File: src/rtl/sync_rr_arbiter_if.sv
// Request/grant bundle between N clk-domain requesters and the round-robin arbiter.
// master = requester side, slave = arbiter side.
interface sync_rr_arbiter_if #(
    parameter int N   = 4,
    parameter int IDW = $clog2(N)
);
    logic [N-1:0]   req;
    logic [N-1:0]   gnt;
    logic           gnt_valid;
    logic [IDW-1:0] gnt_id;
    logic           preempt;

    // 4-phase handshake: req[i] rises and stays high until gnt[i] is seen,
    // stays high for as long as the resource is in use, and falls to release it.
    // gnt[i] falls on the edge after req[i] is sampled low, or early on preemption.
    modport master (output req, input gnt, gnt_valid, gnt_id, preempt);
    modport slave  (input req, output gnt, gnt_valid, gnt_id, preempt);
endinterface

File: src/rtl/sync_rr_arbiter.sv
// Clocked round-robin arbiter with registered one-hot grants, a one-cycle gap
// between owners, and an optional hold limit that preempts a long-running owner.
module sync_rr_arbiter #(
    parameter int N        = 4,
    parameter int MAX_HOLD = 0,
    parameter int IDW      = $clog2(N)
) (
    input  logic                 clk,
    input  logic                 rst_n,
    sync_rr_arbiter_if.slave     bus,
    output logic [1:0]           dbg_state
);

    typedef enum logic [1:0] {
        ST_IDLE    = 2'd0,
        ST_GRANT   = 2'd1,
        ST_RELEASE = 2'd2
    } state_e;

    localparam int HCW = (MAX_HOLD < 2) ? 1 : $clog2(MAX_HOLD + 1);
    localparam logic [HCW-1:0] HOLD_MAX  = HCW'(MAX_HOLD);
    localparam logic [HCW-1:0] HOLD_LAST = (MAX_HOLD == 0) ? '0 : HCW'(MAX_HOLD - 1);
    localparam logic [IDW:0]   N_W       = (IDW + 1)'(N);

    state_e         state_q, state_d;
    logic [N-1:0]   gnt_q, gnt_d;
    logic [IDW-1:0] gnt_id_q, gnt_id_d;
    logic [IDW-1:0] ptr_q, ptr_d;
    logic [HCW-1:0] hold_cnt_q, hold_cnt_d;
    logic           preempt_q, preempt_d;
    logic           gnt_valid_q, gnt_valid_d;

    logic [2*N-1:0] req_dbl;
    logic [N-1:0]   rot_req;
    logic           win_found;
    logic [IDW-1:0] win_off;
    logic [IDW-1:0] win_id;
    logic           owner_req;
    logic           others_pending;
    logic           preempt_hit;

    function automatic logic [IDW-1:0] wrap_add(input logic [IDW-1:0] base,
                                                input logic [IDW-1:0] off);
        logic [IDW:0] sum;
        sum = {1'b0, base} + {1'b0, off};
        if (sum >= N_W) sum = sum - N_W;
        return sum[IDW-1:0];
    endfunction

    // Rotating req so bit 0 is the ptr position turns the circular scan into a
    // plain lowest-set-bit search.
    assign req_dbl = {bus.req, bus.req} >> ptr_q;
    assign rot_req = req_dbl[N-1:0];

    always_comb begin
        win_found = 1'b0;
        win_off   = '0;
        for (int off = 0; off < N; off++) begin
            if (!win_found && rot_req[off]) begin
                win_found = 1'b1;
                win_off   = IDW'(off);
            end
        end
        win_id = wrap_add(ptr_q, win_off);
    end

    assign owner_req      = bus.req[gnt_id_q];
    assign others_pending = |(bus.req & ~gnt_q);
    assign preempt_hit    = (MAX_HOLD != 0) && (hold_cnt_q == HOLD_LAST) && others_pending;

    always_comb begin
        state_d    = state_q;
        gnt_d      = gnt_q;
        gnt_id_d   = gnt_id_q;
        ptr_d      = ptr_q;
        hold_cnt_d = hold_cnt_q;
        preempt_d  = 1'b0;

        case (state_q)
            ST_IDLE, ST_RELEASE: begin
                gnt_d = '0;
                if (win_found) begin
                    gnt_d         = '0;
                    gnt_d[win_id] = 1'b1;
                    gnt_id_d      = win_id;
                    hold_cnt_d    = '0;
                    state_d       = ST_GRANT;
                end else begin
                    state_d = ST_IDLE;
                end
            end
            ST_GRANT: begin
                // An owner dropping req wins over a coincident preemption.
                if (!owner_req) begin
                    gnt_d   = '0;
                    ptr_d   = wrap_add(gnt_id_q, IDW'(1));
                    state_d = ST_RELEASE;
                end else if (preempt_hit) begin
                    gnt_d     = '0;
                    preempt_d = 1'b1;
                    ptr_d     = wrap_add(gnt_id_q, IDW'(1));
                    state_d   = ST_RELEASE;
                end else if (hold_cnt_q < HOLD_MAX) begin
                    hold_cnt_d = hold_cnt_q + 1'b1;
                end
            end
            default: begin
                gnt_d   = '0;
                state_d = ST_IDLE;
            end
        endcase

        gnt_valid_d = |gnt_d;
    end

    always_ff @(posedge clk) begin
        if (!rst_n) begin
            state_q     <= ST_IDLE;
            gnt_q       <= '0;
            gnt_id_q    <= '0;
            ptr_q       <= '0;
            hold_cnt_q  <= '0;
            preempt_q   <= 1'b0;
            gnt_valid_q <= 1'b0;
        end else begin
            state_q     <= state_d;
            gnt_q       <= gnt_d;
            gnt_id_q    <= gnt_id_d;
            ptr_q       <= ptr_d;
            hold_cnt_q  <= hold_cnt_d;
            preempt_q   <= preempt_d;
            gnt_valid_q <= gnt_valid_d;
        end
    end

    assign bus.gnt       = gnt_q;
    assign bus.gnt_valid = gnt_valid_q;
    assign bus.gnt_id    = gnt_id_q;
    assign bus.preempt   = preempt_q;
    assign dbg_state     = state_q;

endmodule

File: src/flat_wrapper.sv
// flat-port wrapper written by rule: the top's interface ports become plain ports
module sync_rr_arbiter_flat 
#(
    parameter int N        = 4,
    parameter int MAX_HOLD = 0,
    parameter int IDW      = $clog2(N)
)
  (clk, rst_n, dbg_state, bus_req, bus_gnt, bus_gnt_valid, bus_gnt_id, bus_preempt);
  sync_rr_arbiter_if #(.N(N), .IDW(IDW)) bus_i ();
  input  logic clk;
  input  logic rst_n;
  output logic [1:0] dbg_state;
  input wire logic [$bits(bus_i.req)-1:0] bus_req;
  output wire logic [$bits(bus_i.gnt)-1:0] bus_gnt;
  output wire logic [$bits(bus_i.gnt_valid)-1:0] bus_gnt_valid;
  output wire logic [$bits(bus_i.gnt_id)-1:0] bus_gnt_id;
  output wire logic [$bits(bus_i.preempt)-1:0] bus_preempt;
  assign bus_i.req = bus_req;
  assign bus_gnt = bus_i.gnt;
  assign bus_gnt_valid = bus_i.gnt_valid;
  assign bus_gnt_id = bus_i.gnt_id;
  assign bus_preempt = bus_i.preempt;
  sync_rr_arbiter #(.N(N), .MAX_HOLD(MAX_HOLD), .IDW(IDW)) u_core (.clk(clk), .rst_n(rst_n), .bus(bus_i), .dbg_state(dbg_state));
endmodule
File: config.mk
export PLATFORM = sky130hd
export DESIGN_NAME = sync_rr_arbiter_flat
export DESIGN_NICKNAME = d
export VERILOG_FILES = /design/src/rtl/sync_rr_arbiter_if.sv /design/src/rtl/sync_rr_arbiter.sv /design/src/flat_wrapper.sv
export SDC_FILE = /design/constraint.sdc
export NUM_CORES = 1
export LEC_CHECK = 0
export CAP_MARGIN = 20
export CORE_MARGIN = 2
export CORE_UTILIZATION = 52
export DETAILED_ROUTE_END_ITERATION = 6
export PLACE_DENSITY = 0.89
export SYNTH_ARGS = -nofsm -noshare
export SYNTH_HDL_FRONTEND = slang
export SYNTH_SLANG_ARGS = --single-unit
File: constraint.sdc
create_clock -name clk -period 3.95 [get_ports clk]
set_input_delay 0.5925 -clock clk [delete_from_list [all_inputs] [get_ports clk]]
set_output_delay 0.5925 -clock clk [all_outputs]
set_load 0.01 [all_outputs]
# Word level (Yosys, flattened, before mapping)
# Cells that the tools add are included.
# W data, S select, Z words.
dict set report word_totals {
  regBits 11
  input_bits 6
  out_inout_bits 10
}
dict set report classes {
  add_sub_neg 4
  order_cmp 5
  eq_ne 3
  shifts 1
  muxes 19
  n_bitwise 1
  reduce_logical 12
}
# cell n
set op_table {}
lappend op_table {{$mux W2} 5}
lappend op_table {{$mux W1} 8}
lappend op_table {{$mux W4} 2}
lappend op_table {{$pmux W4 S2} 1}
lappend op_table {{$shr A8 B2 Y4} 1}
lappend op_table {{$ge A3 B3 Y1 const B} 2}
lappend op_table {{$lt A2 B3 Y1 const B} 2}
lappend op_table {{$logic_and A1 B1 Y1} 4}
lappend op_table {{$pmux W2 S2} 1}
lappend op_table {{$reduce_and A2 Y1} 2}
lappend op_table {{$reduce_or A4 Y1} 1}
lappend op_table {{$sub A2 B1 Y2 const B} 2}
lappend op_table {{$add A2 B1 Y3 const B} 1}
lappend op_table {{$add A2 B2 Y3} 1}
lappend op_table {{$logic_not A1 Y1} 3}
lappend op_table {{$bmux W1 S2} 1}
lappend op_table {{$demux W1 S2} 1}
lappend op_table {{$eq A2 B1 Y1 const B} 1}
lappend op_table {{$eq A2 B2 Y1 const B} 1}
lappend op_table {{$ge A2 B1 Y1 const B} 1}
lappend op_table {{$logic_not A2 Y1} 1}
lappend op_table {{$ne A2 B2 Y1 const B} 1}
lappend op_table {{$reduce_or A2 Y1} 1}
lappend op_table {{$not A1 Y1} 1}

# Longest topological paths before layout
# Gate-level depths: netlist of run 1.
dict set report logic_depth {
  ltp_word 21
  mapped_depth 11
  mapped_depth_nobuf 10
}

# Worst setup path after synthesis of run 1
# Ideal clock, no wire load.
dict set report synth_path {
  kind {input-to-reg}
  from {in bus_req[2]}
  to {reg u_core.gnt_q[0], in the netlist u_core.bus.gnt[0]}
  arrival_time_ns 2.117
  t_required_ns 3.891
  slack_ns 1.774
  cell_stages 10
  path_cell_list {buf_6 -> or2_2 -> o211a_1 -> o21ai_0 -> ha_1 -> xnor2_1 -> nand2_1 -> nor3_1 -> mux2i_1 -> nand2_1}
}
dict set report synth_via {
  elab_chain_len 20
  elab_cells_between_ends 28
  cone_classes {add/sub: 2; order compare: 3; shift: 1; mux: 15; reduce/logical: 7}
}
# item line
set synth_lines {}
lappend synth_lines {{from (decl)} flat_wrapper.sv:13} ;# input wire logic [$bits(bus_i.req)-1:0] bus_req;
lappend synth_lines {{$shr A8 B2 Y4} sync_rr_arbiter.sv:52} ;# assign req_dbl = {bus.req, bus.req} >> ptr_q;
lappend synth_lines {{$mux W1} sync_rr_arbiter.sv:59} ;# if (!win_found && rot_req[off]) begin
lappend synth_lines {{$logic_not A1 Y1} sync_rr_arbiter.sv:59}
lappend synth_lines {{$logic_and A1 B1 Y1} sync_rr_arbiter.sv:59}
lappend synth_lines {{$mux W1} sync_rr_arbiter.sv:59}
lappend synth_lines {{$logic_not A1 Y1} sync_rr_arbiter.sv:59}
lappend synth_lines {{$logic_and A1 B1 Y1} sync_rr_arbiter.sv:59}
lappend synth_lines {{$mux W1} sync_rr_arbiter.sv:59}
lappend synth_lines {{[4 not listed]} --}
lappend synth_lines {{$ge A3 B3 Y1 or $sub A2 B1 Y2 (tied branches)} sync_rr_arbiter.sv:46} ;# if (sum >= N_W) sum = sum - N_W;
lappend synth_lines {{$mux W2} sync_rr_arbiter.sv:46}
lappend synth_lines {{$lt A2 B3 Y1 (not written as such) or $ge A2 B1 Y1 (tied branches)} sync_rr_arbiter.sv:84} ;# gnt_d[win_id] = 1'b1;
lappend synth_lines {{$logic_and A1 B1 Y1 (not written as such)} sync_rr_arbiter.sv:84}
lappend synth_lines {{$mux W1 (not written as such)} sync_rr_arbiter.sv:84}
lappend synth_lines {{$demux W1 S2} --}
lappend synth_lines {{$mux W4} sync_rr_arbiter.sv:82} ;# if (win_found) begin
lappend synth_lines {{$pmux W4 S2 *} sync_rr_arbiter.sv:79} ;# case (state_q)
lappend synth_lines {{to (signal assigned)} sync_rr_arbiter.sv:127} ;# gnt_q <= gnt_d;
lappend synth_lines {{to (decl)} sync_rr_arbiter.sv:26} ;# logic [N-1:0] gnt_q, gnt_d;
# Mark *: on every way between the ends. The rest lies on a longest branch, timed or not. The select of a mux whose other input is x is not followed.
# A chain may end at the register's enable or synchronous reset.

# Final worst setup path of run 1
# Same ends and word-level chain as after synthesis.

==> out/metrics.cfg, run 1 <==
[detailed_routing]
wl_met1_um=717
routed_wl_mm=1.57
antenna_left=0
met2WireLength_um=744
top_layer_used=met4
initialDrtViolationCount=17
drc_errors=0
wl_met3_um=78
via_count=675
via_per_inst=5.92
dr.pass1.iters=4
post_drt_wl_per_cell_um=13.7

[timing]
hold_ws_ps=468
maxSlewViolCount=0
setup_tns_ps=0
fin_ws_ps=1380
layout_min_cycle_time_ps=2570
final_hold_viol_count=0
max_clock_freq_mhz=389
rsz0062_at_grt=false
fin_crit_sh_pct=65.1
skew_ps=7.11
finalSetupViolCount=0

[floorplan]
io_pins=16
rows=13
core_area_mm2=0.00132
die_w_um=41.8
die_area_mm2=0.00175
start_util_pct=56.5
floorplan.die.height_um=41.8

[power_and_ir_drop]
p_int_w=0.000241
p_comb_share_pct=38.3
netSwitchingPower_w=0.000131
sw_frac_of_total_pct=35.3
p_leak_nw=0.369
clkPwrFrac_pct=21.7
ir_drop_mv=0.198
seq_power_share_pct=40.0
power_density_mw_per_mm2=416

[synthesis]
synth.avg_cell_area_um2=8.76
netlist_instances=85
synth_edf_count=0
ys_async_sr_fraction_pct=0
synth.distinct_cells=36
ys_seq_elements=11
yosysSeqAreaShare_pct=29.6
syn_nets=92
synth_ff_type=dfxtp_1
synth_area_um2=744
yosysWarnings=0

[place]
dp_cells=110
pre_cts_slack_ps=1090
dp_hpwl_mm=1.15
gp_congestion=0.890
io_buffers=14

[global_route]
grt_pass1_vias=638
grt-ovfl-total=0
antenna_found_initial=0
grt_max_degree=11
grt_usage_pct=21.5
grt_pass1_wl_mm=2.86

[run]
maxCapViolCount=0

[layout]
diodes=0
postLayoutCoreUtil_pct=67.9
areaGrowthSynthToFinish_pct=20.2
layout-drive-gt1-share_pct=14.1
nNetsFinal=107
layoutNonFillerInstCount=114

[clocking]
hold_buffers=0
clk_latency_ps=280
cts_num_sinks=11
cts-root-buf=clkbuf_4
cts_setup_buffers=0
clk_pin_slew_ps=70
cts_inserted_buffers=3
h-tree-depth=1
cts-resized-gates=0
cts_tree=built
clock_path_buffers=2

[worst_hold_path]
whs_endpoint=u_core.bus.gnt[2]
hold_path_depth=2
hold_class=reg -> reg
worstHoldStart=u_core.bus.gnt[2]

[worst_setup_path]
r2r-end=u_core.bus.gnt[0]
critPathMaxFanout=9
r2r_setup_slack_ps=1820
startpoint=bus_req[2]
crit_type=in -> reg
crit_path_start_kind=primary input
worstPathArrival_ps=2810
required_ps=4190
r2r_start=u_core.ptr_q[0]
r2r_cells=9
endpoint_kind=flip-flop

[status]
status=complete, no violations

## logic make-up (layout without fill, tap and decap cells)
logic type,after synthesis,in the layout,synth area share (%)
and+or+nand+nor,37,37,25.9
AOI/OAI and AO/OA,19,19,23.7
DFF,11,11,29.6
buffers and inverters,8,22,6.72
muxes,5,5,8.40
xor gates and xnor gates,3,3,3.53
adders and majority gates,1,1,1.68
other,1,1,0.504
## flip-flops by register name, indices dropped and copies added, names as in the netlist
signal and count:
u_core.bus.gnt 4, u_core.dbg_state 2, u_core.bus.gnt_id 2, u_core.ptr_q 2, u_core.bus.gnt_valid 1
## worst max-delay path, stage by stage
cell             delay [ps]
clkdlybuf4s50_1         530
or2_2                   350
o211a_1                 220
o21ai_0                 200
ha_1                    190
xnor2_1                 170
nand2_1                 150
nor3_1                  210
mux2i_1                 120
nand2_1                  60
## synthesized netlist by cell type (all sizes together), types with 2 or more instances
master	count	area, µm²
a21boi	2	18.8
a21oi	3	15.0
and2	2	13.8
buf	3	30.0
dfxtp	11	220
inv	4	15.0
mux2i	4	40.0
nand2	9	33.8
nand3	6	30.0
nor2	9	33.8
nor3	5	30.0
o211a	2	20.0
o21ai	5	28.8
o32ai	2	25.0
or2	2	12.5
xnor2	3	26.3
## layout make-up
class / count / area [µm²]
multi-input combinational: 66 / 474
fill: 101 / 423
sequential: 11 / 220
timing repair buffer: 14 / 140
clock buffer: 4 / 26.3
tap: 15 / 18.8
inverter: 4 / 15.0
## worst max-delay path by stage
stage | end | slack (ps) | cells past startpoint
floorplan | u_core.bus.gnt[0] | 1770 | 10
global placement | u_core.bus.gnt[2] | 1200 | 10
detailed placement | u_core.bus.gnt[0] | 1090 | 10
CTS | u_core.bus.gnt[0] | 1390 | 10
global route | u_core.bus.gnt[0] | 1130 | 10
finish | u_core.bus.gnt[0] | 1380 | 10
## power by group through the flow
stage / Combinational [W] / Sequential [W] / Clock [W]
after floorplan: 0.0000904 / 0.000153 / 0
after global placement: 0.000137 / 0.000151 / 0
after detailed placement: 0.000141 / 0.000151 / 0
after CTS: 0.000142 / 0.000149 / 0.0000819
after global routing: 0.000157 / 0.000152 / 0.0000853
final: 0.000143 / 0.000149 / 0.0000808
## per-stage QoR
step | area, µm² | total power (W)
3_3_place_gp | 868 | 0.000287
3_5_place_dp | 868 | 0.000292
6_report | 895 | 0.000372
2_1_floorplan | 744 | 0.000243
4_1_cts | 895 | 0.000373
5_1_grt | 895 | 0.000394
## cell usage in the layout (no fill, tap or decap), drive strengths merged, types with 3 or more instances in the layout
master / count
o21ai: 5
nor3: 5
mux2i: 4
clkdlybuf4s50: 14
inv: 4
nand3: 6
clkbuf: 4
a21oi: 3
dfxtp: 11
xnor2: 3
nor2: 9
nand2: 9
## routing by layer
| metal | vias up | global-route usage, % |
|---|---|---|
| met4 | 0 | 11.0 |
| li1 | 334 | - |
| met3 | 3 | 6.96 |
| met2 | 18 | 33.8 |
| met1 | 320 | 26.1 |
| met5 | - | 0 |
No activity file was read; power rests on OpenSTA's default activity.
==> inputs of run 2 (changes only) <==
- CORE_UTILIZATION: 52 -> 44
- PLACE_DENSITY: 0.89 -> 0.81
- clock period: 3.95 -> 2.17 ns (I/O delays scaled with it)
==> run 2 against run 1 <==
Sequential share of layout area decreased by 3.6 points. Core utilization increased by 0.12 points. Worst setup slack got worse by 1300 ps. Global-route usage decreased by 3.3 points. Clock skew decreased by 6.8 ps. Combinational power increased by 130%. Via count increased by 13%. Die area increased by 16%. Power increased by 100%. Clock-buffer cell count unchanged. Wire length increased by 17%. Hold slack improved by 15 ps. Critical path type unchanged.
==> out/metrics.cfg, run 2 (same netlist as run 1, synthesis figures left out) <==
[status]
status=complete, no violations

[power_and_ir_drop]
ir_drop_mv=0.492
seq_power_share_pct=36.5
netSwitchingPower_w=0.000262
sw_frac_of_total_pct=35.0
p_leak_nw=0.462
p_comb_share_pct=44.2
power_density_mw_per_mm2=713
total_power_w=0.000747
clkPwrFrac_pct=19.3
p_int_w=0.000486

[worst_setup_path]
cp_cell_sequence=clkdlybuf4s50_1 -> or2_2 -> o211a_1 -> o21ai_1 -> ha_1 -> xnor2_2 -> nand2_2 -> nor3_2 -> mux2i_1 -> nand2_1
endpoint_kind=flip-flop
critPathSlowestCell=clkdlybuf4s50_1
max_stage_delay_ps=450
critPathMaxFanout=4
required_ps=2390
crit_type=in -> reg
crit_path_start_kind=primary input
worstPathArrival_ps=2340

[detailed_routing]
routed_wl_mm=1.83
post_drt_wl_per_cell_um=14.0
initialDrtViolationCount=18
drc_errors=0
via_count=765
via_per_inst=5.84
dr.pass1.iters=4
antenna_left=0

[timing]
finalSetupViolCount=0
max_clock_freq_mhz=472
fin_ws_ps=52.4
hold_ws_ps=482
rsz0062_at_grt=true
skew_ps=0.334
fin_crit_sh_pct=97.6
final_hold_viol_count=0
maxSlewViolCount=0
layout_min_cycle_time_ps=2120

[floorplan]
floorplan.die.height_um=45.1
die_w_um=45.1
start_util_pct=48.3
rows=14
core_area_mm2=0.00154
die_area_mm2=0.00204
io_pins=16

[global_route]
grt_usage_pct=18.2
grt_pass1_vias=680
grt_max_degree=10
grt_pass1_wl_mm=2.76
antenna_found_initial=0
grt-ovfl-total=0

[layout]
layoutNonFillerInstCount=131
areaGrowthSynthToFinish_pct=40.8
largest_reg_flops=4
diodes=0
final_cell_mix=buf_4 (16), clkdlybuf4s50_1 (14), dfxtp_1 (11), nor2_1 (9), nand2_1 (8)
layout_commonest_cell=buf_4
nNetsFinal=123
layout-drive-gt1-share_pct=31.3

[place]
io_buffers=14
gp_congestion=0.847
dp_cells=126
pre_cts_slack_ps=-239
dp_hpwl_mm=1.32

[clocking]
hold_buffers=0
h-tree-depth=1
cts_tree=built
cts-root-buf=clkbuf_4
cts_num_sinks=11
clk_pin_slew_ps=70
clock_path_buffers=2
clk_latency_ps=270
cts_inserted_buffers=3

[run]
maxCapViolCount=0

[worst_hold_path]
hold_class=reg -> reg

[run 2: cell types whose count changed in the layout (fill, tap and decap cells not counted), sizes merged]
cell / change
buf: +16
[run 2: timing repair]
action,CTS,global route
hold endpoints to repair,0,0
gates resized for setup,0,7
setup buffers,0,1
setup endpoints to repair,0,4
[run 2: critical path: cells and delay by family]
kind                     cells  cell delay, ps
multiplexers                 1             110
buffers and inverters        1             450
AND/OR/NAND/NOR              4             770
XOR/XNOR                     1             150
adder cells (fa/ha/maj)      1             200
AO/OA/AOI/OAI                2             340
[run 2: power groups by stage]
stage                     Sequential [W]  Clock (W)  Combinational (W)
after floorplan                 0.000278          0           0.000165
after global placement          0.000275          0           0.000292
after detailed placement        0.000276          0           0.000299
after CTS                       0.000272   0.000141           0.000301
after global routing            0.000277   0.000155           0.000351
final                           0.000273   0.000144           0.000331
[run 2: path summary, 6_finish.rpt]
path	startpoint	endpoint	slack (ps)	cells past startpoint
min reg2reg	u_core.bus.gnt[0]	u_core.bus.gnt[0]	480	2
max reg2reg	u_core.ptr_q[0]	u_core.bus.gnt[0]	110	9
min	u_core.bus.gnt[0]	u_core.bus.gnt[0]	480	2
max	bus_req[2]	u_core.bus.gnt[0]	50	10
[run 2: final cells by class]
class,instances,area [µm²]
tap,16,20.0
fill,117,493
inverter,4,15.0
multi-input combinational,66,507
timing repair buffer,30,260
clock buffer,4,26.3
sequential,11,220
[run 2: per-stage QoR]
step | instance area [µm²] | setup TNS (ps) | utilization (%)
detailed placement | 982 | -1160 | 63.7
floorplan | 744 | 0 | -
global placement | 982 | -760 | 63.7
finish | 1050 | 0 | 68.0
global route | 1050 | -82.0 | 68.0
CTS | 1010 | 0 | 65.4
[run 2: per-layer routing]
layer | wire [µm] | part of all wire [%] | GRT usage, % | vias up
met4 | 12 | 0.66 | 2.35 | 0
met2 | 859 | 47 | 30.3 | 24
met3 | 114 | 6.2 | 7.20 | 4
met1 | 846 | 46 | 22.9 | 369
met5 | 0 | 0 | 0 | -
li1 | - | - | - | 368
